<file path="config.mk">
export PLATFORM = sky130hd
export DESIGN_NAME = vliw_fetch_pc_flat
export DESIGN_NICKNAME = d
export VERILOG_FILES = /design/src/rtl/vliw_fetch_pc_pkg.sv /design/src/rtl/vliw_fetch_pc_if.sv /design/src/rtl/vliw_fetch_pc_redirect_arbiter.sv /design/src/rtl/vliw_fetch_pc.sv /design/src/flat_wrapper.sv
export SDC_FILE = /design/constraint.sdc
export NUM_CORES = 1
export LEC_CHECK = 0
export ABC_AREA = 1
export CAP_MARGIN = 25
export CELL_PAD_IN_SITES_DETAIL_PLACEMENT = 0
export CELL_PAD_IN_SITES_GLOBAL_PLACEMENT = 1
export CORE_ASPECT_RATIO = 0.5
export CORE_UTILIZATION = 41
export CTS_CLUSTER_DIAMETER = 50
export DETAILED_ROUTE_END_ITERATION = 10
export DONT_BUFFER_PORTS = 1
export PLACE_DENSITY = 0.88
export SLEW_MARGIN = 25
export SYNTH_ARGS = -nofsm -noshare
export SYNTH_HDL_FRONTEND = slang
export SYNTH_HIERARCHICAL = 1
export SYNTH_SLANG_ARGS = --single-unit
</file>
<file path="constraint.sdc">
create_clock -name clk -period 1.75 [get_ports clk]
set_input_delay 0.175 -clock clk [delete_from_list [all_inputs] [get_ports clk]]
set_output_delay 0.175 -clock clk [all_outputs]
set_load 0.01 [all_outputs]
</file>
<file path="src/rtl/vliw_fetch_pc_pkg.sv">
// vliw_pkg: shared bundle geometry helpers, address type and redirect source encoding
//   No ports. BUNDLE_BYTES/ALIGN_BITS derivations, addr_t, trap source code.
package vliw_pkg;
   localparam int ADDR_W_DEF = 32;
   typedef logic [ADDR_W_DEF-1:0] addr_t;
   function automatic int bundle_bytes(int lanes, int inst_bytes);
      return lanes * inst_bytes;
   endfunction
   function automatic int align_bits(int lanes, int inst_bytes);
      return $clog2(lanes * inst_bytes);
   endfunction
   // The trap is encoded one past the last branch lane.
   function automatic int trap_src(int n_br);
      return n_br;
   endfunction
endpackage

</file>
<file path="src/rtl/vliw_fetch_pc_if.sv">
// vliw_fetch_pc_if: redirect/stall inputs and fetch outputs of the bundle PC
//   master: drives stall, br_taken, br_target, trap, trap_vec; observes pc, squash, misalign, redirect_src
//   slave:  the PC block, the opposite directions
interface vliw_fetch_pc_if #(
   parameter int ADDR_W = 32,
   parameter int N_BR   = 4
);
   logic                           stall;
   logic [N_BR-1:0]                br_taken;
   logic [N_BR-1:0][ADDR_W-1:0]    br_target;
   logic                           trap;
   logic [ADDR_W-1:0]              trap_vec;
   logic [ADDR_W-1:0]              pc;
   logic                           squash;
   logic                           misalign;
   logic [$clog2(N_BR+1)-1:0]      redirect_src;
   modport master (
      output stall, br_taken, br_target, trap, trap_vec,
      input  pc, squash, misalign, redirect_src
   );
   modport slave (
      input  stall, br_taken, br_target, trap, trap_vec,
      output pc, squash, misalign, redirect_src
   );
endinterface

</file>
<file path="src/rtl/vliw_fetch_pc_redirect_arbiter.sv">
// redirect_arbiter: picks one redirect per cycle, trap over lowest-index taken branch lane
//   in:  br_taken, br_target, trap, trap_vec
//   out: redir_valid, redir_target, redir_src
module redirect_arbiter
   import vliw_pkg::*;
#(
   parameter int ADDR_W = 32,
   parameter int N_BR   = 4,
   localparam int SRC_W = $clog2(N_BR+1)
) (
   input  logic [N_BR-1:0]             br_taken,
   input  logic [N_BR-1:0][ADDR_W-1:0] br_target,
   input  logic                        trap,
   input  logic [ADDR_W-1:0]           trap_vec,
   output logic                        redir_valid,
   output logic [ADDR_W-1:0]           redir_target,
   output logic [SRC_W-1:0]            redir_src
);
   always_comb begin
      redir_valid  = trap | (|br_taken);
      redir_target = trap_vec;
      redir_src    = SRC_W'(trap_src(N_BR));
      // Scanning downward lets the lowest taken lane overwrite the rest.
      if (!trap)
         for (int i = N_BR - 1; i >= 0; i--)
            if (br_taken[i]) begin
               redir_target = br_target[i];
               redir_src    = SRC_W'(i);
            end
   end
endmodule

</file>
<file path="src/rtl/vliw_fetch_pc.sv">
// vliw_fetch_pc: bundle program counter with redirect arbitration, alignment and squash window
//   clk, rst_n (async active-low)
//   bus (slave): stall, br_taken, br_target, trap, trap_vec in; pc, squash, misalign, redirect_src out
module vliw_fetch_pc
   import vliw_pkg::*;
#(
   parameter int              ADDR_W        = 32,
   parameter int              LANES         = 4,
   parameter int              INST_BYTES    = 4,
   parameter int              N_BR          = 4,
   parameter logic [ADDR_W-1:0] RESET_VEC   = ADDR_W'(32'h0000_0004),
   parameter int              SQUASH_CYCLES = 2
) (
   input logic             clk,
   input logic             rst_n,
   vliw_fetch_pc_if.slave  bus
);
   localparam int BB    = bundle_bytes(LANES, INST_BYTES);
   localparam int AB    = align_bits(LANES, INST_BYTES);
   localparam int CNT_W = $clog2(SQUASH_CYCLES + 1);
   localparam int SRC_W = $clog2(N_BR + 1);
   localparam logic [ADDR_W-1:0] LOW_MASK = ADDR_W'((64'd1 << AB) - 64'd1);
   logic              redir_valid;
   logic [ADDR_W-1:0] redir_target;
   logic [SRC_W-1:0]  redir_src;
   logic [ADDR_W-1:0] pc;
   logic [CNT_W-1:0]  cnt;
   logic              misalign;
   logic [SRC_W-1:0]  src;
   redirect_arbiter #(.ADDR_W(ADDR_W), .N_BR(N_BR)) u_arb (
      .br_taken     (bus.br_taken),
      .br_target    (bus.br_target),
      .trap         (bus.trap),
      .trap_vec     (bus.trap_vec),
      .redir_valid  (redir_valid),
      .redir_target (redir_target),
      .redir_src    (redir_src)
   );
   // The reset vector is loaded as configured; redirect targets are the ones forced onto bundle boundaries.
   always_ff @(posedge clk or negedge rst_n)
      if (!rst_n) begin
         pc       <= RESET_VEC;
         cnt      <= '0;
         misalign <= 1'b0;
         src      <= '0;
      end else if (redir_valid) begin
         pc       <= redir_target & ~LOW_MASK;
         misalign <= |(redir_target & LOW_MASK);
         src      <= redir_src;
         cnt      <= CNT_W'(SQUASH_CYCLES);
      end else begin
         misalign <= 1'b0;
         if (!bus.stall) begin
            pc  <= pc + ADDR_W'(BB);
            cnt <= cnt - CNT_W'(cnt != '0);
         end
      end
   assign bus.pc           = pc;
   assign bus.squash       = cnt != '0;
   assign bus.misalign     = misalign;
   assign bus.redirect_src = src;
endmodule

</file>
<file path="src/flat_wrapper.sv">
// flat-port wrapper written by rule: the top's interface ports become plain ports
module vliw_fetch_pc_flat import vliw_pkg::*;
#(
   parameter int              ADDR_W        = 32,
   parameter int              LANES         = 4,
   parameter int              INST_BYTES    = 4,
   parameter int              N_BR          = 4,
   parameter logic [ADDR_W-1:0] RESET_VEC   = ADDR_W'(32'h0000_0004),
   parameter int              SQUASH_CYCLES = 2
)
  (clk, rst_n, bus_stall, bus_br_taken, bus_br_target, bus_trap, bus_trap_vec, bus_pc, bus_squash, bus_misalign, bus_redirect_src);
  vliw_fetch_pc_if #(.ADDR_W(ADDR_W), .N_BR(N_BR)) bus_i ();
  input logic clk;
  input logic rst_n;
  input wire logic [$bits(bus_i.stall)-1:0] bus_stall;
  input wire logic [$bits(bus_i.br_taken)-1:0] bus_br_taken;
  input wire logic [$bits(bus_i.br_target)-1:0] bus_br_target;
  input wire logic [$bits(bus_i.trap)-1:0] bus_trap;
  input wire logic [$bits(bus_i.trap_vec)-1:0] bus_trap_vec;
  output wire logic [$bits(bus_i.pc)-1:0] bus_pc;
  output wire logic [$bits(bus_i.squash)-1:0] bus_squash;
  output wire logic [$bits(bus_i.misalign)-1:0] bus_misalign;
  output wire logic [$bits(bus_i.redirect_src)-1:0] bus_redirect_src;
  assign bus_i.stall = bus_stall;
  assign bus_i.br_taken = bus_br_taken;
  assign bus_i.br_target = bus_br_target;
  assign bus_i.trap = bus_trap;
  assign bus_i.trap_vec = bus_trap_vec;
  assign bus_pc = bus_i.pc;
  assign bus_squash = bus_i.squash;
  assign bus_misalign = bus_i.misalign;
  assign bus_redirect_src = bus_i.redirect_src;
  vliw_fetch_pc #(.ADDR_W(ADDR_W), .LANES(LANES), .INST_BYTES(INST_BYTES), .N_BR(N_BR), .RESET_VEC(RESET_VEC), .SQUASH_CYCLES(SQUASH_CYCLES)) u_core (.clk(clk), .rst_n(rst_n), .bus(bus_i));
endmodule
</file>
==> results.yml, run 1 <==
synthesis:
  synth_xor_area_frac: 0.0126
  ys.flop_type: "dfrtp_1"
  netlist-cell-type-count: 32
  synth-async-reset-ratio: 1.00
  synth_top_family_by_area: "simple AND/OR/NAND/NOR gates"
  muxShareOfSynthArea: 0
  yosys_warnings: 6
  synth-simple-area-share: 0.517
  synth-seq-cells: 35
  synth_seq_area_share: 0.210
  yosys.area.top_type_share: 0.315
  syn_avg_cell_area_um2: 5.39
  synthTopCellsByArea: "nand2_1 32%, dfrtp_1 20%, nand3_1 12%"
  synth-adder-area-share: 0.00300
  syn_inst: 773
  synth_edf_count: 0
  synth_compound_area_frac: 0.127
  yosysTopAreaCell: "nand2_1"
  synth_commonest_cells: "350 x nand2_1, 104 x nand3_1, 71 x inv_1, 68 x a21oi_1, 34 x dfrtp_1"
  synth_area_mm2: 0.00417
  yosysMostFrequentCell: "nand2_1"
power_and_ir_drop:
  power.internal_uw: 1750
  power.share.sequential: 0.390
  p_switching_uw: 893
  ir_worst_vdd_mv: 0.312
  clkPwrFrac: 0.356
  power_density_mw_per_mm2: 602
  p_sw_frac: 0.338
  leakage_uw: 0.00224
  comb_power_share: 0.254
critical_path:
  worstSetupPathType: "reg -> reg"
  critPathLaunch: "u_core/bus.pc[19]$_DFFE_PN0N_"
  arrival_ns: 1.65
  rrSetupSlack_ns: 0.27
  r2r_start: "u_core/bus.pc[19]$_DFFE_PN0N_"
  setup.worst_path.end: "u_core/bus.pc[31]$_DFFE_PN0N_"
  cp_max_fo: 6
  startpoint_type: "register"
  r2r_end: "u_core/bus.pc[31]$_DFFE_PN0N_"
  cp.required_ns: 1.92
  ff2ff_path_depth: 7
  endpoint_kind: "register"
sta:
  fmax_mhz: 676
  worst_pin_slew_ns: 0.641
  rsz0062_at_grt: "no"
  slew_viol_final: 0
  min_period_over_period: 0.845
  finalClockSkew_ns: 0.00144
  setup_viol: 0
  period_minus_slack_ns: 1.48
  hold_viol_final: 0
  hold_slack_ns: 0.0320
  setup_tns_ns: 0
  slew_headroom: 0.569
cells_and_area:
  regArea_um2: 877
  post-route-util: 0.453
  drive_gt1_frac: 0.0560
  n_antenna_cell: 0
  finalNonFillerCells: 885
  layout.nets: 918
  final_area_mm2: 0.00438
  fill_cells: 1074
  multi_input_comb_area_mm2: 0.00276
  area_delta_synth_final_pct: 5.07
place:
  dpl.hpwl_um: 10600
  postPlaceCellArea_mm2: 0.00420
  routabilityCongestion: 0.906
  numPortBuffers: 0
  dpl.cell_count: 875
route:
  viasPerCell: 5.48
  drt_iter0_drc: 536
  wl_per_cell_um: 16.5
  ant_nets: 0
  drt-total-wl_um: 14600
  drc: 0
  vias: 4851
  dr.pass1.iters: 5
clocking:
  clockBufferDepth: 2
  ctsHtreeMaxLevel: 2
  cts_sinks: 35
  cts.clk_slew.worst_paths_ns: 0.05
  cts_tree: "yes"
  cts_buffers: 5
  root_buffer: "clkbuf_16"
  cts_resized: 0
  clk_latency_ns: 0.28
die:
  die_w_um: 145
  core_mm2: 0.00967
  row_count: 25
  die-area_mm2: 0.0106
  die_h_um: 73.3
  start_util: 0.431
  num_io_pins: 205
grt:
  grt_pass1_wl_um: 21900
  antenna_found_initial: 0
  overflow: 0
  grt_max_degree: 68
  grt_pass1_vias: 4238
  grt_usage: 0.268
job:
  drv_cap: 0
run_status:
  status: "complete, no violations"
min_path:
  hp-class: "in -> reg"
## how the worst min path moves through the flow
stage                     from  slack [ns]  depth (start not counted)                                      to
2_1_floorplan            rst_n       -0.12                          0           u_core/bus.misalign$_DFF_PN0_
3_3_place_gp             rst_n       -0.12                          0               u_core/cnt[0]$_DFFE_PN0N_
3_5_place_dp             rst_n       -0.12                          0           u_core/bus.pc[16]$_DFFE_PN0N_
4_1_cts              bus_stall        0.03                          2               u_core/cnt[1]$_DFFE_PN0N_
5_1_grt        bus_br_taken[1]        0.07                          3  u_core/bus.redirect_src[1]$_DFFE_PN0P_
6_report             bus_stall        0.03                          2               u_core/cnt[1]$_DFFE_PN0N_
## through the flow
| step | setup WS [ns] | total power (uW) |
|---|---|---|
| 4_1_cts | 0.275 | 2640 |
| 3_3_place_gp | 0.127 | 1660 |
| 2_1_floorplan | 0.199 | 1580 |
| 3_5_place_dp | 0.136 | 1670 |
| 6_report | 0.272 | 2640 |
| 5_1_grt | 0.119 | 2770 |
## cells by family (layout without fill, tap and decap cells)
group                      after synthesis  count (layout)
buffers and inverters                  121              96
adders and majority gates                1               1
DFF                                     35              35
other                                    1               3
xor gates and xnor gates                 6               6
AOI/OAI and AO/OA                       98              98
and+or+nand+nor                        511             511
## flip-flops by register name (all words and copies together) (netlist names)
name	count
u_core/bus.misalign	1
u_core/bus.pc	29
u_core/bus.redirect_src	3
u_core/cnt	2
## per-layer routing
metal	share of wire	up-vias	GRT usage
met5	0	-	0
met4	0.011	0	0.0585
met1	0.45	2207	0.391
met3	0.10	12	0.0450
met2	0.43	251	0.412
li1	-	2381	-
## placed cells by master, fill, tap and decap left out, types with 2 or more instances in the layout
cell,n
nor4_1,2
clkbuf_16,5
a22o_1,2
buf_12,3
nand2_2,5
o21ai_1,4
o21ai_0,12
o21bai_1,7
a21oi_1,68
nor2_4,5
and2_1,3
nor2_2,6
nor2_1,31
o211ai_1,5
inv_1,71
dfrtp_1,34
buf_4,9
conb_1,3
nand2_1,350
clkbuf_8,2
xor2_1,6
inv_2,3
nand3_1,104
## final cells by class
class                      instances  share of cell area
clock buffer                       8              0.0357
multi-input combinational        619               0.630
sequential                        35               0.200
tap                              135              0.0385
timing repair buffer              13              0.0314
inverter                          75              0.0642
## power by group through the flow
| stage | clock, uW | sequential [uW] | combinational, uW |
|---|---|---|---|
| CTS | 953 | 1030 | 655 |
| detailed placement | 0 | 1040 | 626 |
| floorplan | 0 | 1010 | 574 |
| global placement | 0 | 1040 | 619 |
| global route | 972 | 1040 | 756 |
| finish | 939 | 1030 | 670 |
## worst max-delay path, stage by stage (launching register included)
cell and delay, ns:
dfrtp_1 0.50, nand2_1 0.13, nor2_1 0.21, nand2_1 0.12, nor2_1 0.19, nand3_1 0.09, nand3_1 0.09, nand2_1 0.05
## timing repair
action	4_1_cts	5_1_grt
setup buffers	0	0
hold buffers	2	0
hold endpoints to repair	35	0
Power figures use the tool's default switching activity.
==> run 2: changes to the inputs <==
- clock period: 1.75 -> 1.4 ns (I/O delays scaled with it)
==> results.yml, run 2 (synthesized netlist as in run 1, its figures left out) <==
sta:
  slew_viol_final: 0
  hold_viol_final: 0
  slew_headroom: 0.599
  fmax_mhz: 716
  period_minus_slack_ns: 1.40
  worst_pin_slew_ns: 0.597
  finalClockSkew_ns: 0.00444
  setup_viol: 0
  rsz0062_at_grt: "yes"
  setup_tns_ns: 0
  fin_ws_ns: 0.00250
  min_period_over_period: 0.998
grt:
  grt_pass1_vias: 4436
  grt_usage: 0.277
  grt_pass1_wl_um: 22900
  grt_max_degree: 68
  overflow: 0
  antenna_found_initial: 0
critical_path:
  worstSetupPathType: "reg -> reg"
  slowest_stage: "dfrtp_1"
  cp.required_ns: 1.57
  critPathTopFamily: "simple AND/OR/NAND/NOR gates"
  ff2ff_path_depth: 8
  r2r_start: "u_core/bus.pc[5]$_DFFE_PN0N_"
  crit_buf_inv: 1
  crit_chain: "buf_4 > nand2_2 > nor2_4 > nand2_4 > nor2_4 > nand3_1 > nand3_1 > nand2_1"
  cp_max_fo: 5
  rrSetupSlack_ns: 0.002
  startpoint_type: "register"
  arrival_ns: 1.57
  r2r_end: "u_core/bus.pc[29]$_DFFE_PN0N_"
  cpPeakStageDelay_ns: 0.35
  endpoint_kind: "register"
clocking:
  ctsHtreeMaxLevel: 2
  cts_tree: "yes"
  clk_latency_ns: 0.28
  cts.clk_slew.worst_paths_ns: 0.06
  cts_sinks: 35
  clockBufferDepth: 2
  cts_buffers: 5
  root_buffer: "clkbuf_16"
place:
  numPortBuffers: 0
  dpl.hpwl_um: 11000
  dp_slack_ns: -0.117
  routabilityCongestion: 0.861
cells_and_area:
  area_delta_synth_final_pct: 13.8
  fill_cells: 1068
  mostFrequentLayoutCells: "350 x nand2_1, 103 x nand3_1, 71 x inv_1, 68 x a21oi_1, 48 x buf_4"
  drive_gt1_frac: 0.115
  largest_reg_flops: 29
  layout.nets: 960
  n_antenna_cell: 0
  final_common_cell: "nand2_1"
  largest_register: "u_core/bus.pc"
route:
  drt-total-wl_um: 14800
  wl_per_cell_um: 16.0
  drc: 0
  viasPerCell: 5.36
  dr.pass1.iters: 5
  vias: 4973
  drt_iter0_drc: 450
  ant_nets: 0
die:
  die_h_um: 73.3
  start_util: 0.431
  row_count: 25
  die-area_mm2: 0.0106
  core_mm2: 0.00967
  die_w_um: 145
  num_io_pins: 205
min_path:
  whs_path_depth: 2
  hp-class: "in -> reg"
  hold_end: "u_core/cnt[1]$_DFFE_PN0N_"
  hold_start: "bus_stall"
power_and_ir_drop:
  ir_worst_vdd_mv: 0.504
  p_sw_frac: 0.341
  power.share.sequential: 0.365
  power.internal_uw: 2220
  clkPwrFrac: 0.317
  p_switching_uw: 1150
  power_density_mw_per_mm2: 710
  comb_power_share: 0.318
  leakage_uw: 0.00244
run_status:
  status: "complete, no violations"
job:
  drv_cap: 0
## run 2: repair_timing
| item | in CTS | in global routing |
|---|---|---|
| hold buffers | 2 | 0 |
| buffers inserted | 0 | 3 |
| pin swaps | 0 | 6 |
| endpoints found under the hold margin | 35 | 0 |
| gates resized for setup | 1 | 7 |
| setup endpoints to repair | 3 | 20 |
## run 2: metrics by stage
| stage | total power [uW] | util | std cells | instance area, um2 | hold WS [ns] |
|---|---|---|---|---|---|
| finish | 3370 | 0.491 | 927 | 4750 | 0.0126 |
| global route | 3580 | 0.491 | 927 | 4750 | 0.0226 |
| CTS | 3350 | 0.487 | 924 | 4710 | 0.00751 |
| detailed placement | 2250 | 0.469 | 914 | 4530 | -0.154 |
| global placement | 2240 | 0.469 | 914 | 4530 | -0.154 |
| floorplan | 1980 | - | 775 | 4200 | -0.156 |
## run 2: layer usage
| layer | GRT usage | routed length (um) |
|---|---|---|
| met5 | 0 | 0 |
| met4 | 0.0608 | 153 |
| met3 | 0.0378 | 1220 |
| met2 | 0.419 | 6520 |
| met1 | 0.415 | 6950 |
## run 2: worst max-delay path by stage
stage               depth (start not counted)  slack (ns)                    startpoint                            end
detailed placement                         10       -0.12               bus_br_taken[2]  u_core/bus.misalign$_DFF_PN0_
finish                                      8       0.002  u_core/bus.pc[5]$_DFFE_PN0N_  u_core/bus.pc[29]$_DFFE_PN0N_
global route                                8       -0.08  u_core/bus.pc[4]$_DFFE_PN0N_  u_core/bus.pc[24]$_DFFE_PN0N_
global placement                           10       -0.11               bus_br_taken[2]  u_core/bus.misalign$_DFF_PN0_
floorplan                                   9       0.003               bus_br_taken[0]  u_core/bus.pc[14]$_DFFE_PN0N_
CTS                                         8      0.0002  u_core/bus.pc[4]$_DFFE_PN0N_  u_core/bus.pc[30]$_DFFE_PN0N_
## run 2: power by group through the flow
stage	clock, uW	combinational, uW	sequential, uW
detailed placement	0	1010	1250
finish	1070	1070	1230
global route	1130	1200	1240
floorplan	0	722	1260
CTS	1080	1050	1230
global placement	0	992	1250
## run 2: area by class of cell
class	instances	area [um2]	share of cell area
Sequential cell	35	880	0.185
Clock buffer	7	133	0.0279
Inverter	75	282	0.0593
Tap cell	135	169	0.0356
Clock inverter	1	5.00	0.00105
Timing Repair Buffer	55	490	0.103
Multi-Input combinational cell	619	2790	0.587
==> run 3: changes to the inputs <==
- CELL_PAD_IN_SITES_DETAIL_PLACEMENT: 0 -> unset
- CELL_PAD_IN_SITES_GLOBAL_PLACEMENT: 1 -> unset
- CORE_UTILIZATION: 41 -> 49
- PLACE_DENSITY: 0.88 -> 0.71
==> results.yml, run 3 (synthesized netlist as in run 1, its figures left out) <==
route:
  dr.pass1.iters: 6
  drc: 0
  viasPerCell: 5.61
  ant_nets: 0
  met1_length_um: 6300
  vias: 5067
  wl_met3_um: 1580
  routed.top_layer: "met4"
  drt_iter0_drc: 634
  route.met2.wl_um: 6210
  drt-total-wl_um: 14300
  wl_per_cell_um: 15.8
critical_path:
  cp.required_ns: 1.56
  endpoint_kind: "register"
  worst_path_most_repeated_cell: "nand2_1"
  arrival_ns: 1.58
  cp_max_fo: 5
  slowest_stage: "dfrtp_1"
  crit_chain: "nand2_1 > nor2_2 > nand2_1 > nor2_4 > nand2_1 > nand3_1 > nand3_1"
  cpPeakStageDelay_ns: 0.42
  startpoint_type: "register"
  worstSetupPathType: "reg -> reg"
place:
  routabilityCongestion: 0.888
  dpl.cell_count: 890
  numPortBuffers: 0
  dpl.hpwl_um: 10300
  postPlaceCellArea_mm2: 0.00445
die:
  die_w_um: 132
  die-area_mm2: 0.00891
  row_count: 23
  die_h_um: 67.2
  start_util: 0.514
  core_mm2: 0.00812
  num_io_pins: 205
power_and_ir_drop:
  clkPwrFrac: 0.365
  leakage_uw: 0.00243
  p_sw_frac: 0.323
  p_switching_uw: 1160
  power.share.sequential: 0.342
  ir_worst_vdd_mv: 0.686
  power.internal_uw: 2430
  power_density_mw_per_mm2: 759
  comb_power_share: 0.292
cells_and_area:
  post-route-util: 0.583
  n_antenna_cell: 0
  drive_gt1_frac: 0.128
  largest_register: "u_core/bus.pc"
  area_delta_synth_final_pct: 13.5
  layout.nets: 959
  final_area_mm2: 0.00473
  mostFrequentLayoutCells: "348 x nand2_1, 103 x nand3_1, 71 x inv_1, 68 x a21oi_1, 50 x buf_4"
  finalNonFillerCells: 903
  final_common_cell: "nand2_1"
  largest_reg_flops: 29
grt:
  grt_pass1_vias: 4224
  antenna_found_initial: 0
  grt_max_degree: 68
  grt_pass1_wl_um: 21300
  overflow: 0
  grt_usage: 0.305
sta:
  slew_headroom: 0.593
  min_period_over_period: 1.02
  finalClockSkew_ns: 0.00175
  fin_ws_ns: -0.0268
  hold_viol_final: 0
  rsz0062_at_grt: "yes"
  slew_viol_final: 0
  worst_pin_slew_ns: 0.610
  setup_viol: 3
  fmax_mhz: 701
  period_minus_slack_ns: 1.43
clocking:
  root_buffer: "clkbuf_16"
  cts.clk_slew.worst_paths_ns: 0.06
  clk_latency_ns: 0.28
  ctsHtreeMaxLevel: 2
  cts_sinks: 35
  clockBufferDepth: 2
  cts_tree: "yes"
  cts_buffers: 5
job:
  drv_cap: 0
run_status:
  status: "finished with violations"
  violations: "negative setup slack"
min_path:
  hp-class: "in -> reg"
## run 3: cell count changes in the layout (fill, tap and decap cells not counted), sizes merged
cell         before  now
buf              54   52
bufinv            0    1
clkbuf            7    6
dlygate4sd3       1    2
## run 3: worst max-delay path: cells and delay by family, from the launching register on
family        cells  cell delay, ns
simple gates      7            0.88
flops             1            0.42
## run 3: per-layer routing
metal	global-route usage	up-vias
met5	0	-
met4	0.0747	0
met3	0.0518	25
met2	0.468	298
met1	0.444	2276
li1	-	2468
## run 3: cell type report
cell class | count | area (um2)
Clock buffer | 6 | 139
Timing Repair Buffer | 54 | 435
Fill cell | 820 | 3380
Clock inverter | 2 | 35.0
Sequential cell | 35 | 883
Multi-Input combinational cell | 619 | 2820
Inverter | 75 | 282
Tap cell | 112 | 140
## run 3: power by group through the flow
stage / combinational (uW) / clock, uW / sequential, uW
after floorplan: 722 / 0 / 1260
after global placement: 953 / 0 / 1240
after detailed placement: 972 / 0 / 1240
after CTS: 1010 / 1320 / 1220
after global routing: 1170 / 1360 / 1240
final: 1050 / 1310 / 1230
## run 3: stage by stage
step	TNS [ns]	worst slack (ns)	hold WS (ns)	total power [uW]
2_1_floorplan	0	0.00264	-0.156	1980
3_3_place_gp	-0.0976	-0.0976	-0.154	2190
3_5_place_dp	-0.194	-0.146	-0.154	2210
4_1_cts	0	0.000909	0.0290	3560
5_1_grt	-1.13	-0.116	0.0418	3780
6_report	-0.0522	-0.0268	0.0401	3590
## run 3: what timing repair did
item	4_1_cts	5_1_grt
setup endpoints to repair	6	20
setup buffers	1	1
pin swaps	1	4
cloned	0	0
gates resized for setup	1	19
endpoints found under the hold margin	36	0
hold buffers	3	0
## run 3: worst paths after layout
kind                                                    start                                     end  slack (ns)  depth (start not counted)
worst max register to register  u_core/bus.pc[13]$_DFFE_PN0N_           u_core/bus.pc[19]$_DFFE_PN0N_       -0.03                          7
worst max-delay path            u_core/bus.pc[13]$_DFFE_PN0N_           u_core/bus.pc[19]$_DFFE_PN0N_       -0.03                          7
worst min register to register   u_core/bus.pc[2]$_DFFE_PN1P_            u_core/bus.pc[2]$_DFFE_PN1P_        0.46                          2
max in group asynchronous                               rst_n            u_core/bus.pc[2]$_DFFE_PN1P_        0.81                          2
worst min-delay path                          bus_br_taken[0]  u_core/bus.redirect_src[0]$_DFFE_PN0P_        0.04                          3
min in group asynchronous                               rst_n            u_core/bus.pc[9]$_DFFE_PN0N_        0.33                          2
